**src/rtl/seg_display_scan.sv**
```systemverilog
// seg_display_scan: 8-digit multiplexed 7-segment scanner with a debounced page-select button.
// Optional leading-zero blanking is enabled by defining the LZ_BLANK_EN macro.
module seg_display_scan #(
  parameter int unsigned SCAN_DIV   = 12500,
  parameter int unsigned DB_CYCLES  = 1000000,
  parameter bit          ACTIVE_LOW = 1'b1
) (
  input  logic        clk_100MHz,
  input  logic        rst,
  input  logic [31:0] F,
  input  logic [31:0] M_R_Data,
  input  logic [31:0] PC,
  input  logic        ZF,
  input  logic        OF,
  input  logic        page_btn,
  output logic [7:0]  an,
  output logic [7:0]  seg,
  output logic [1:0]  page,
  output logic [1:0]  flag_led
);

  localparam int unsigned PW = (SCAN_DIV > 1) ? $clog2(SCAN_DIV) : 1;
  localparam int unsigned DW = (DB_CYCLES > 1) ? $clog2(DB_CYCLES) : 1;
  localparam logic [7:0] RST_AN  = ACTIVE_LOW ? 8'hFE : 8'h01;
  localparam logic [7:0] RST_SEG = ACTIVE_LOW ? 8'hC0 : 8'h3F;

  logic [PW-1:0] presc_q, presc_d;
  logic [2:0]    idx_q, idx_d;
  logic [31:0]   shadow_q, shadow_d;
  logic [31:0]   page_value;
  logic [1:0]    page_q, page_d;
  logic [1:0]    sync_q;
  logic [DW-1:0] db_cnt_q, db_cnt_d;
  logic          db_level_q, db_level_d;
  logic          adv_q, adv_d;
  logic [1:0]    flag_led_q;
  logic [7:0]    an_q, an_d;
  logic [7:0]    seg_q, seg_d;
  logic [7:0]    an_al, seg_al;
  logic [4:0]    nib_sh;
  logic [3:0]    digit_nib;

  function automatic logic [7:0] hex_glyph(input logic [3:0] nib);
    logic [7:0] g;
    case (nib)
      4'h0:    g = 8'hC0;
      4'h1:    g = 8'hF9;
      4'h2:    g = 8'hA4;
      4'h3:    g = 8'hB0;
      4'h4:    g = 8'h99;
      4'h5:    g = 8'h92;
      4'h6:    g = 8'h82;
      4'h7:    g = 8'hF8;
      4'h8:    g = 8'h80;
      4'h9:    g = 8'h90;
      4'hA:    g = 8'h88;
      4'hB:    g = 8'h83;
      4'hC:    g = 8'hC6;
      4'hD:    g = 8'hA1;
      4'hE:    g = 8'h86;
      4'hF:    g = 8'h8E;
      default: g = 8'hFF;
    endcase
    return g;
  endfunction

  // Page source mux feeding the frame shadow.
  always_comb begin
    page_value = 32'h0;
    case (page_q)
      2'd0:    page_value = F;
      2'd1:    page_value = M_R_Data;
      2'd2:    page_value = PC;
      2'd3:    page_value = {24'h0, 3'b000, OF, 3'b000, ZF};
      default: page_value = 32'h0;
    endcase
  end

  // Scan prescaler, digit index and frame-coherent shadow load.
  always_comb begin
    presc_d  = presc_q + PW'(1);
    idx_d    = idx_q;
    shadow_d = shadow_q;
    if (presc_q == PW'(SCAN_DIV - 1)) begin
      presc_d = '0;
      idx_d   = idx_q + 3'd1;
      if (idx_q == 3'd7) begin
        shadow_d = page_value;
      end else begin
        shadow_d = shadow_q;
      end
    end else begin
      idx_d = idx_q;
    end
  end

  // Debounce: accept a new level after DB_CYCLES consecutive differing samples.
  always_comb begin
    db_cnt_d   = '0;
    db_level_d = db_level_q;
    adv_d      = 1'b0;
    page_d     = page_q + {1'b0, adv_q};
    if (sync_q[1] != db_level_q) begin
      if (db_cnt_q == DW'(DB_CYCLES - 1)) begin
        db_level_d = sync_q[1];
        adv_d      = sync_q[1];
      end else begin
        db_cnt_d = db_cnt_q + DW'(1);
      end
    end else begin
      db_cnt_d = '0;
    end
  end

  // Digit drive computed from next-state index/shadow so an and seg move together.
  always_comb begin
    nib_sh    = {idx_d, 2'b00};
    digit_nib = shadow_d[nib_sh +: 4];
    an_al     = ~(8'h01 << idx_d);
`ifdef LZ_BLANK_EN
    if ((idx_d != 3'd0) && ((shadow_d >> nib_sh) == 32'h0)) begin
      seg_al = 8'hFF;
    end else begin
      seg_al = hex_glyph(digit_nib);
    end
`else
    seg_al = hex_glyph(digit_nib);
`endif
    an_d  = ACTIVE_LOW ? an_al : ~an_al;
    seg_d = ACTIVE_LOW ? seg_al : ~seg_al;
  end

  // State and output registers.
  always_ff @(posedge clk_100MHz or posedge rst) begin
    if (rst) begin
      presc_q    <= '0;
      idx_q      <= 3'd0;
      shadow_q   <= 32'h0;
      page_q     <= 2'd0;
      sync_q     <= 2'b00;
      db_cnt_q   <= '0;
      db_level_q <= 1'b0;
      adv_q      <= 1'b0;
      flag_led_q <= 2'b00;
      an_q       <= RST_AN;
      seg_q      <= RST_SEG;
    end else begin
      presc_q    <= presc_d;
      idx_q      <= idx_d;
      shadow_q   <= shadow_d;
      page_q     <= page_d;
      sync_q     <= {sync_q[0], page_btn};
      db_cnt_q   <= db_cnt_d;
      db_level_q <= db_level_d;
      adv_q      <= adv_d;
      flag_led_q <= {OF, ZF};
      an_q       <= an_d;
      seg_q      <= seg_d;
    end
  end

  assign an       = an_q;
  assign seg      = seg_q;
  assign page     = page_q;
  assign flag_led = flag_led_q;

endmodule
```
**config.mk**
```make
export PLATFORM = sky130hd
export DESIGN_NAME = seg_display_scan
export DESIGN_NICKNAME = d
export VERILOG_FILES = /design/src/rtl/seg_display_scan.sv
export SDC_FILE = /design/constraint.sdc
export NUM_CORES = 1
export LEC_CHECK = 0
export CORE_MARGIN = 5
export CORE_UTILIZATION = 50
export DETAILED_ROUTE_END_ITERATION = 8
export PLACE_DENSITY = 0.81
export SKIP_CTS_REPAIR_TIMING = 1
export SLEW_MARGIN = 20
export SYNTH_ARGS = -nofsm -noshare
export SYNTH_HDL_FRONTEND = slang
export SYNTH_SLANG_ARGS = --single-unit
```
**constraint.sdc**
```tcl
create_clock -name clk_100MHz -period 4.7 [get_ports clk_100MHz]
set_input_delay 0.47 -clock clk_100MHz [delete_from_list [all_inputs] [get_ports clk_100MHz]]
set_output_delay 0.47 -clock clk_100MHz [all_outputs]
set_load 0.005 [all_outputs]
```
Yosys cells after proc, flatten, opt, wreduce, memory -nomap -nowiden --
Memories as Yosys holds them, arrays and structs flattened. A register that Yosys moved wholly into a read port is not among the register bits. Index checks and enable logic that the tools add are counted.
Storage, ports and cells: register bits after elaboration 93, ROM bits 112, bits in writable memories 0, memories kept 1, output and inout bits 20, logic and storage cells 37, bits in latches 0
Cells by class: magnitude comparators 0, reduce and logical (&&, ||, !) cells 2, shifts and indexed selects 2, muxes and demuxes 9, bitwise operators 1, $add $sub $neg 4, $mul 0, divide/modulo/power cells 0, equal/unequal tests 7
Memories:
- (no name shown) | depth 16, bits a word 7, read ports 1, clocked after Yosys merged registers in 1, wr ports 0, RTL line 45 | case (nib)
Operators by type and width (number):
- one-hot mux 32 bit (4 select lines) | 1
- 2-to-1 mux 32 bit | 2
- 2-to-1 mux 20 bit | 2
- variable part select 32 x 6 -> 4 bit | 1
- adder 20 x 1 -> 20 bit, second input constant | 1
- == test 20 bit, second input constant | 1
- adder 14 x 1 -> 14 bit, second input constant | 1
- == test 14 bit, second input constant | 1
- 2-to-1 mux 14 bit | 1
- NOT 8 bit | 1
- left shift 1 x 3 -> 8 bit, first input constant | 1
- == test 2 bit, second input constant | 2
- adder 3 x 1 -> 3 bit, second input constant | 1
- == test 3 bit, second input constant | 1
- 2-to-1 mux 3 bit | 1
- adder 2 x 1 -> 2 bit | 1
- == test 2 x 1 -> 1 bit, second input constant | 1
- zero test 2 bit | 1
- 2-to-1 mux 1 bit | 2
- AND reduction 2 bit | 1
- inequality test 1 bit | 1

Longest topological paths before layout --
Gate-level depths: netlist of run 1.
depth after elaboration 5, depth in mapped cells 14, depth with buffers taken out 12

Worst setup path after synthesis of run 1 --
No wires, ideal clock.
path kind reg-to-reg, start register presc_q[0], end register seg_q[3] (netlist: seg[3]), library setup time 0.140 ns, path slack 0.681 ns, data arrival time 3.879 ns, period minus slack after synthesis 4.019 ns, stages on the path, launching flop included 13, path through dfrtp_1 > ha_1 > or3b_1 > nor4_4 > buf_2 > mux2i_1 > mux2_2 > a21oi_1 > a31oi_1 > inv_1 > ha_1 > inv_1 > mux4_1
Between the ends: cells in the longest elaborated chain, start to end 3
Ends and longest elaborated chain:
- start: declaration | RTL line 27 | logic [PW-1:0] presc_q, presc_d;
- start signal: assignment | RTL line 148 | presc_q <= presc_d;
- == test 14 bit (*) | RTL line 84 | if (presc_q == PW'(SCAN_DIV - 1)) begin
- 2-to-1 mux 32 bit or 2-to-1 mux 3 bit (tied branches) | RTL line 84
- variable part select 32 x 6 -> 4 bit (*) | RTL line 118 | digit_nib = shadow_d[nib_sh +: 4];
- end: declaration | RTL line 38 | logic [7:0] seg_q, seg_d;
Mark *: on every way between the ends. The rest lies on a longest branch, timed or not. A chain may end at the register's enable or synchronous reset.

Worst setup path in the final report of run 1 --
start register presc_q[0], end register seg_q[3] (netlist: seg[3])
Between the ends: cells in the longest elaborated chain, start to end 3
Ends and longest elaborated chain:
- == test 14 bit | RTL line 84
- 2-to-1 mux 3 bit | RTL line 84
- via idx_d[2] | RTL line 28 | logic [2:0] idx_q, idx_d;
- variable part select 32 x 6 -> 4 bit | RTL line 118
The timed path passes the listed nets, and every way through them passes these cells.

==> impl_metrics.env, run 1 <==
export IMPL_synth_warnings=0
export IMPL_synth_seq_cells=92
export IMPL_dp_cells=686
export IMPL_antennaDiodeCount=0
export IMPL_rrSetupSlack_ns=0.42
export IMPL_layout_commonest_cell="clkdlybuf4s50_1"
export IMPL_cp_slowest_cell="nor4_4"
export IMPL_vias_per_cell=5.37
export IMPL_crit_path_end="seg[3]"
export IMPL_tightest_slew_ns=0.804
export IMPL_routed_wl_um=12000
export IMPL_cts_num_sinks=92
export IMPL_synthArstFlopShare=1.00
export IMPL_drc=0
export IMPL_track_usage=0.208
export IMPL_synth_cells=444
export IMPL_critPathLaunch="presc_q[0]"
export IMPL_grt_pass1_wl_um=19300
export IMPL_hp_class="reg2reg"
export IMPL_final_antenna_net_count=0
export IMPL_drive_above_1_share=0.142
export IMPL_clock_latency_ns=0.36
export IMPL_instances_no_fill=702
export IMPL_crit_fanout=15
export IMPL_global_route_peak_usage_layer="met2"
export IMPL_ios=121
export IMPL_syn_nets=556
export IMPL_dieArea_sq_um=11900
export IMPL_rsz0062_at_grt="no"
export IMPL_grt_antenna_before_repair=0
export IMPL_synth_top_area_frac=0.427
export IMPL_avgSynthCellArea_sq_um=11.1
export IMPL_drt_initial_drc_count=195
export IMPL_gr_usage_met2=0.348
export IMPL_report_final_hold_viol_count=0
export IMPL_status="finished, final reports clean"
export IMPL_grt_remaining_overflow=0
export IMPL_synth_area_sq_um=4930
export IMPL_nNetsFinal=676
export IMPL_dr_pass1_iters=5
export IMPL_synthFlopType="dfrtp_1"
export IMPL_rr_endpoint="seg[3]"
export IMPL_hpwl_um=9290
export IMPL_powerDensity_nw_per_um2=216
export IMPL_r2r_start="presc_q[0]"
export IMPL_cp_data_required_time_ns=4.93
export IMPL_grt_max_degree=61
export IMPL_path_cells="ha_1, or3b_1, nor4_4, mux2i_1, buf_4, inv_2, a221oi_1, o21a_1, a221oi_2, inv_1, ha_1, inv_1, mux4_1"
export IMPL_fmax_ghz=0.234
export IMPL_start_util=0.509
export IMPL_mostFrequentLayoutCells="119 x clkdlybuf4s50_1, 83 x dfrtp_1, 42 x mux2i_1"
export IMPL_cts_max_level=3
export IMPL_ir_drop_uv=167
export IMPL_die_h_um=109
export IMPL_clkTransAtPathRegs_ns=0.09
export IMPL_cts_tree="done"
export IMPL_syn2layout_area_growth_pct=30.7
export IMPL_fin_setup_tns_ns=0
export IMPL_synth_enable_flop_cells=0
export IMPL_grt_util_met3=0.0426
export IMPL_relSlewSlack=0.460
export IMPL_cts_buffers_inserted=9
export IMPL_placementRows=36
export IMPL_dpl_cell_area_sq_um=6260
export IMPL_max_stage_delay_ns=0.77
export IMPL_yosys_top_cells_area="dfrtp_1 43%, mux2i_1 8.5%, mux2_2 7.3%, dfstp_2 4.3%, o2bb2ai_1 3.2%"
export IMPL_wl_per_cell_um=17.1
export IMPL_fin_crit_sh=0.910
export IMPL_critPathArrivalTime_ns=4.50
export IMPL_post_route_util=0.665
export IMPL_grt_pass1_vias=3894
export IMPL_clock_skew_ns=0.00853
export IMPL_via_count=3773
export IMPL_path_class="reg2reg"
export IMPL_port_buffers=119
export IMPL_yosys_cell_types_count=53
export IMPL_cts_max_path_buffers=2
export IMPL_maxCapViolations=0
export IMPL_drv_slew=0
export IMPL_synth_area_leader_cell="dfrtp_1"
export IMPL_fin_crit_ns=4.28
export IMPL_r2r_cells=13
export IMPL_p_leak_nw=2.69
export IMPL_end_kind="flip-flop"
export IMPL_place_gp_congestion=0.893
export IMPL_yosysSeqAreaShare=0.469
export IMPL_die_w_um=109
export IMPL_cp_start_kind="flip-flop"
export IMPL_postLayoutCellArea_sq_um=6440
export IMPL_root_buffer="clkbuf_8"
export IMPL_setup_viol=0
export IMPL_globalRouteMet1Util=0.268
export IMPL_core_area_sq_um=9680
how the worst min path moves through the flow:
stage / depth (start not counted) / slack [ns] / startpoint / endpoint
final: 0 / 0.37 / sync_q[0] / sync_q[1]
after global routing: 0 / 0.39 / sync_q[0] / sync_q[1]
after CTS: 0 / 0.37 / sync_q[0] / sync_q[1]
after detailed placement: 0 / 0.35 / sync_q[0] / sync_q[1]
after global placement: 0 / 0.34 / sync_q[0] / sync_q[1]
after floorplan: 0 / 0.33 / sync_q[0] / sync_q[1]
area by class of cell:
cell class                      count  area, sq um
Fill cell                         750         3250
Sequential cell                    92         2310
Timing Repair Buffer              131         1280
Multi-Input combinational cell    315         2450
Clock inverter                      5         38.8
Tap cell                          133          166
Inverter                           15         58.8
Clock buffer                       11          131
worst max-delay path: cells and delay by family, from the launching register on:
family,cells,cell delay (ns)
fa+ha+maj,2,0.56
mux,2,0.65
compound gates,3,0.72
buf+inv,4,0.57
simple gates,2,1.22
flops,1,0.42
cell usage after synthesis (all sizes together) (2+ instances only):
library cell  instances
dfrtp                84
mux2i                42
nand2                39
mux2                 36
nor2                 36
o21ai                18
o2bb2ai              18
xnor2                17
inv                  15
xor2                 15
buf                  13
nand3                13
ha                   11
a221oi                9
and3                  9
clkbuf                9
dfstp                 8
a21oi                 4
nand3b                4
mux4                  3
nand2b                3
nand4                 3
nor2b                 3
nor3                  3
nor3b                 3
o21a                  3
o22ai                 3
a31oi                 2
nor4                  2
or3                   2
or3b                  2
power by group:
group	leakage, nW	internal [mW]	switching (mW)
Sequential	1.23	0.796	0.00328
Combinational	1.39	0.0865	0.0424
Clock	0.0718	0.193	0.271
cells by family (layout without fill, tap and decap cells):
group                      Yosys count  count (layout)  synth area share
AOI/OAI and AO/OA                   62              62            0.0950
muxes                               81              81             0.183
xor gates and xnor gates            32              32            0.0569
and+or+nand+nor                    128             128             0.131
DFF                                 92              92             0.469
adders and majority gates           11              11            0.0279
buffers and inverters               37             162            0.0363
other                                1               1          0.000761
per-layer routing:
metal / wire length (um) / vias up
met1: 5160 / 1827
met5: 0 / -
met2: 5720 / 114
met4: 216 / 0
li1: - / 1817
met3: 903 / 15
state kept, by name, indices dropped and copies added (netlist names):
signal / count
shadow_q: 32
db_cnt_q: 20
presc_q: 14
an: 8
seg: 7
idx_q: 3
flag_led: 2
page: 2
sync_q: 2
adv_q: 1
db_level_q: 1
per-stage QoR:
stage                     hold WS (ns)  worst slack (ns)  power (mW)
final                            0.372             0.424        1.39
after global routing             0.386             0.110        1.45
after CTS                        0.371             0.427        1.41
after detailed placement         0.350             0.434       0.945
after global placement           0.337             0.645       0.942
after floorplan                  0.331             0.681       0.846
(Power assumes the default switching activity.)
==> run 2, diff against run 1 <==
Settings changed: CORE_UTILIZATION 50 to 35, PLACE_DENSITY 0.81 to default.
==> impl_metrics.env, run 2 (synthesis gave the netlist of run 1 again) <==
export IMPL_status="finished, final reports clean"
export IMPL_placementRows=43
export IMPL_wl_per_cell_um=16.9
export IMPL_setup_viol=0
export IMPL_syn2layout_area_growth_pct=34.9
export IMPL_p_sw_frac=0.200
export IMPL_critical_path_top_delay_family="simple AND/OR/NAND/NOR gates"
export IMPL_p_leak_nw=2.77
export IMPL_rsz0062_at_grt="no"
export IMPL_grt_pass1_wl_um=20200
export IMPL_hpwl_um=9430
export IMPL_drv_slew=0
export IMPL_largestRegisters="shadow_q (32), db_cnt_q (20), presc_q (14)"
export IMPL_r2r_cells=12
export IMPL_p_sw_uw=344
export IMPL_min_path_cells=0
export IMPL_vias_per_cell=5.02
export IMPL_die_w_um=129
export IMPL_ios=121
export IMPL_finalPower_mw=1.72
export IMPL_max_stage_delay_ns=0.64
export IMPL_grt_remaining_overflow=0
export IMPL_report_final_hold_viol_count=0
export IMPL_cp_slowest_cell="nor4_4"
export IMPL_ir_drop_uv=186
export IMPL_drt_initial_drc_count=155
export IMPL_seqPwrFrac=0.464
export IMPL_cts_tree="done"
export IMPL_port_buffers=119
export IMPL_power_internal_mw=1.38
export IMPL_wl_met3_um=845
export IMPL_path_class="reg2reg"
export IMPL_fin_setup_tns_ns=0
export IMPL_worstHoldStart="sync_q[0]"
export IMPL_cts_max_level=3
export IMPL_cp_data_required_time_ns=4.92
export IMPL_mostFrequentLayoutCells="119 x clkdlybuf4s50_1, 83 x dfrtp_1, 42 x mux2i_1"
export IMPL_via_count=3758
export IMPL_largest_register_ffs=32
export IMPL_antennaDiodeCount=0
export IMPL_track_usage=0.155
export IMPL_grt_max_degree=63
export IMPL_start_util=0.356
export IMPL_cts_num_sinks=92
export IMPL_postLayoutCellArea_sq_um=6650
export IMPL_seq_area_sq_um=2310
export IMPL_fill_cells=1239
export IMPL_layout_commonest_cell="clkdlybuf4s50_1"
export IMPL_regMostFlops="shadow_q"
export IMPL_die_h_um=129
export IMPL_place_gp_congestion=0.888
export IMPL_final_antenna_net_count=0
export IMPL_rr_endpoint="seg[3]"
export IMPL_r2r_start="presc_q[0]"
export IMPL_dr_pass1_iters=4
export IMPL_hp_class="reg2reg"
export IMPL_dpl_cell_area_sq_um=6320
export IMPL_end_kind="flip-flop"
export IMPL_fmax_ghz=0.230
export IMPL_routed_wl_um=12600
export IMPL_drc=0
export IMPL_combinationalPowerShare=0.075
export IMPL_cp_start_kind="flip-flop"
export IMPL_met2_length_um=5940
export IMPL_clkTransAtPathRegs_ns=0.07
export IMPL_min_to="sync_q[1]"
export IMPL_core_area_sq_um=13800
export IMPL_clock_latency_ns=0.34
export IMPL_wl_met1_um=5750
export IMPL_maxCapViolations=0
export IMPL_path_cells="ha_1, or3b_1, nor4_4, buf_4, nand2_1, mux2i_1, a211o_1, a31oi_1, inv_1, ha_1, inv_1, mux4_1"
export IMPL_path_buf_inv=3
export IMPL_drive_above_1_share=0.141
export IMPL_cts_max_path_buffers=2
export IMPL_root_buffer="clkbuf_16"
export IMPL_cts_buffers_inserted=9
export IMPL_highest_layer="met4"
export IMPL_tightest_slew_ns=0.816
export IMPL_rrSetupSlack_ns=0.36
export IMPL_hold_ws_ns=0.355
export IMPL_fin_crit_sh=0.924
export IMPL_multi_input_area_sq_um=2450
export IMPL_grt_pass1_vias=3924
export IMPL_powerDensity_nw_per_um2=259
export IMPL_clock_skew_ns=0.00661
export IMPL_crit_fanout=13
export IMPL_grt_antenna_before_repair=0
export IMPL_nNetsFinal=675
export IMPL_dieArea_sq_um=16500
export IMPL_worst_slack_ns=0.356
export IMPL_p_clk_frac=0.461
export IMPL_critPathArrivalTime_ns=4.56
export IMPL_pre_cts_ws_ns=0.323
export IMPL_fin_crit_ns=4.34
export IMPL_relSlewSlack=0.456
## run 2: cell types whose count changed in the layout (fill, tap and decap cells not counted)
cell	change
clkbuf_16	+9
clkbuf_8	-7
clkinvlp_4	-4
bufinv_16	+2
buf_4	-1
## run 2: worst register-to-register path, delay by kind of cell, from the launching register on
family / cells / cell delay (ns)
AO/OA/AOI/OAI: 2 / 0.80
adder cells (fa/ha/maj): 2 / 0.58
buffers and inverters: 3 / 0.57
flip-flops: 1 / 0.41
multiplexers: 2 / 0.65
AND/OR/NAND/NOR: 3 / 1.20
## run 2: power groups by stage
stage                     combinational (mW)  sequential [mW]  clock (mW)
after floorplan                       0.0325            0.814           0
after global placement                 0.129            0.814           0
after detailed placement               0.130            0.814           0
after CTS                              0.131            0.800       0.817
after global routing                   0.140            0.800       0.854
final                                  0.129            0.800       0.795
## run 2: worst max path at each step
stage                     from  endpoint  slack, ns  cells after the start
detailed placement  presc_q[0]    seg[3]       0.32                     12
finish              presc_q[0]    seg[3]       0.36                     12
floorplan           presc_q[0]    seg[3]       0.68                     12
CTS                 presc_q[0]    seg[3]       0.32                     12
global placement    presc_q[0]    seg[3]       0.53                     12
global route        presc_q[0]    seg[3]       0.13                     12
## run 2: layer usage
layer / vias up / track usage
li1: 1808 / -
met1: 1849 / 0.206
met2: 94 / 0.251
met3: 7 / 0.0436
met4: 0 / 0.0358
met5: - / 0
## run 2: through the flow
| step | cells | utilization |
|---|---|---|
| floorplan | 444 | - |
| global placement | 732 | 0.457 |
| detailed placement | 732 | 0.457 |
| CTS | 748 | 0.481 |
| global route | 748 | 0.481 |
| finish | 748 | 0.481 |
## run 2: final cells by class
| class | instances | area share |
|---|---|---|
| clock buffer | 13 | 0.0392 |
| multi-input combinational | 315 | 0.368 |
| sequential | 92 | 0.348 |
| tap | 180 | 0.0339 |
| inverter | 15 | 0.00885 |
| timing repair buffer | 130 | 0.192 |
| clock inverter | 3 | 0.0104 |
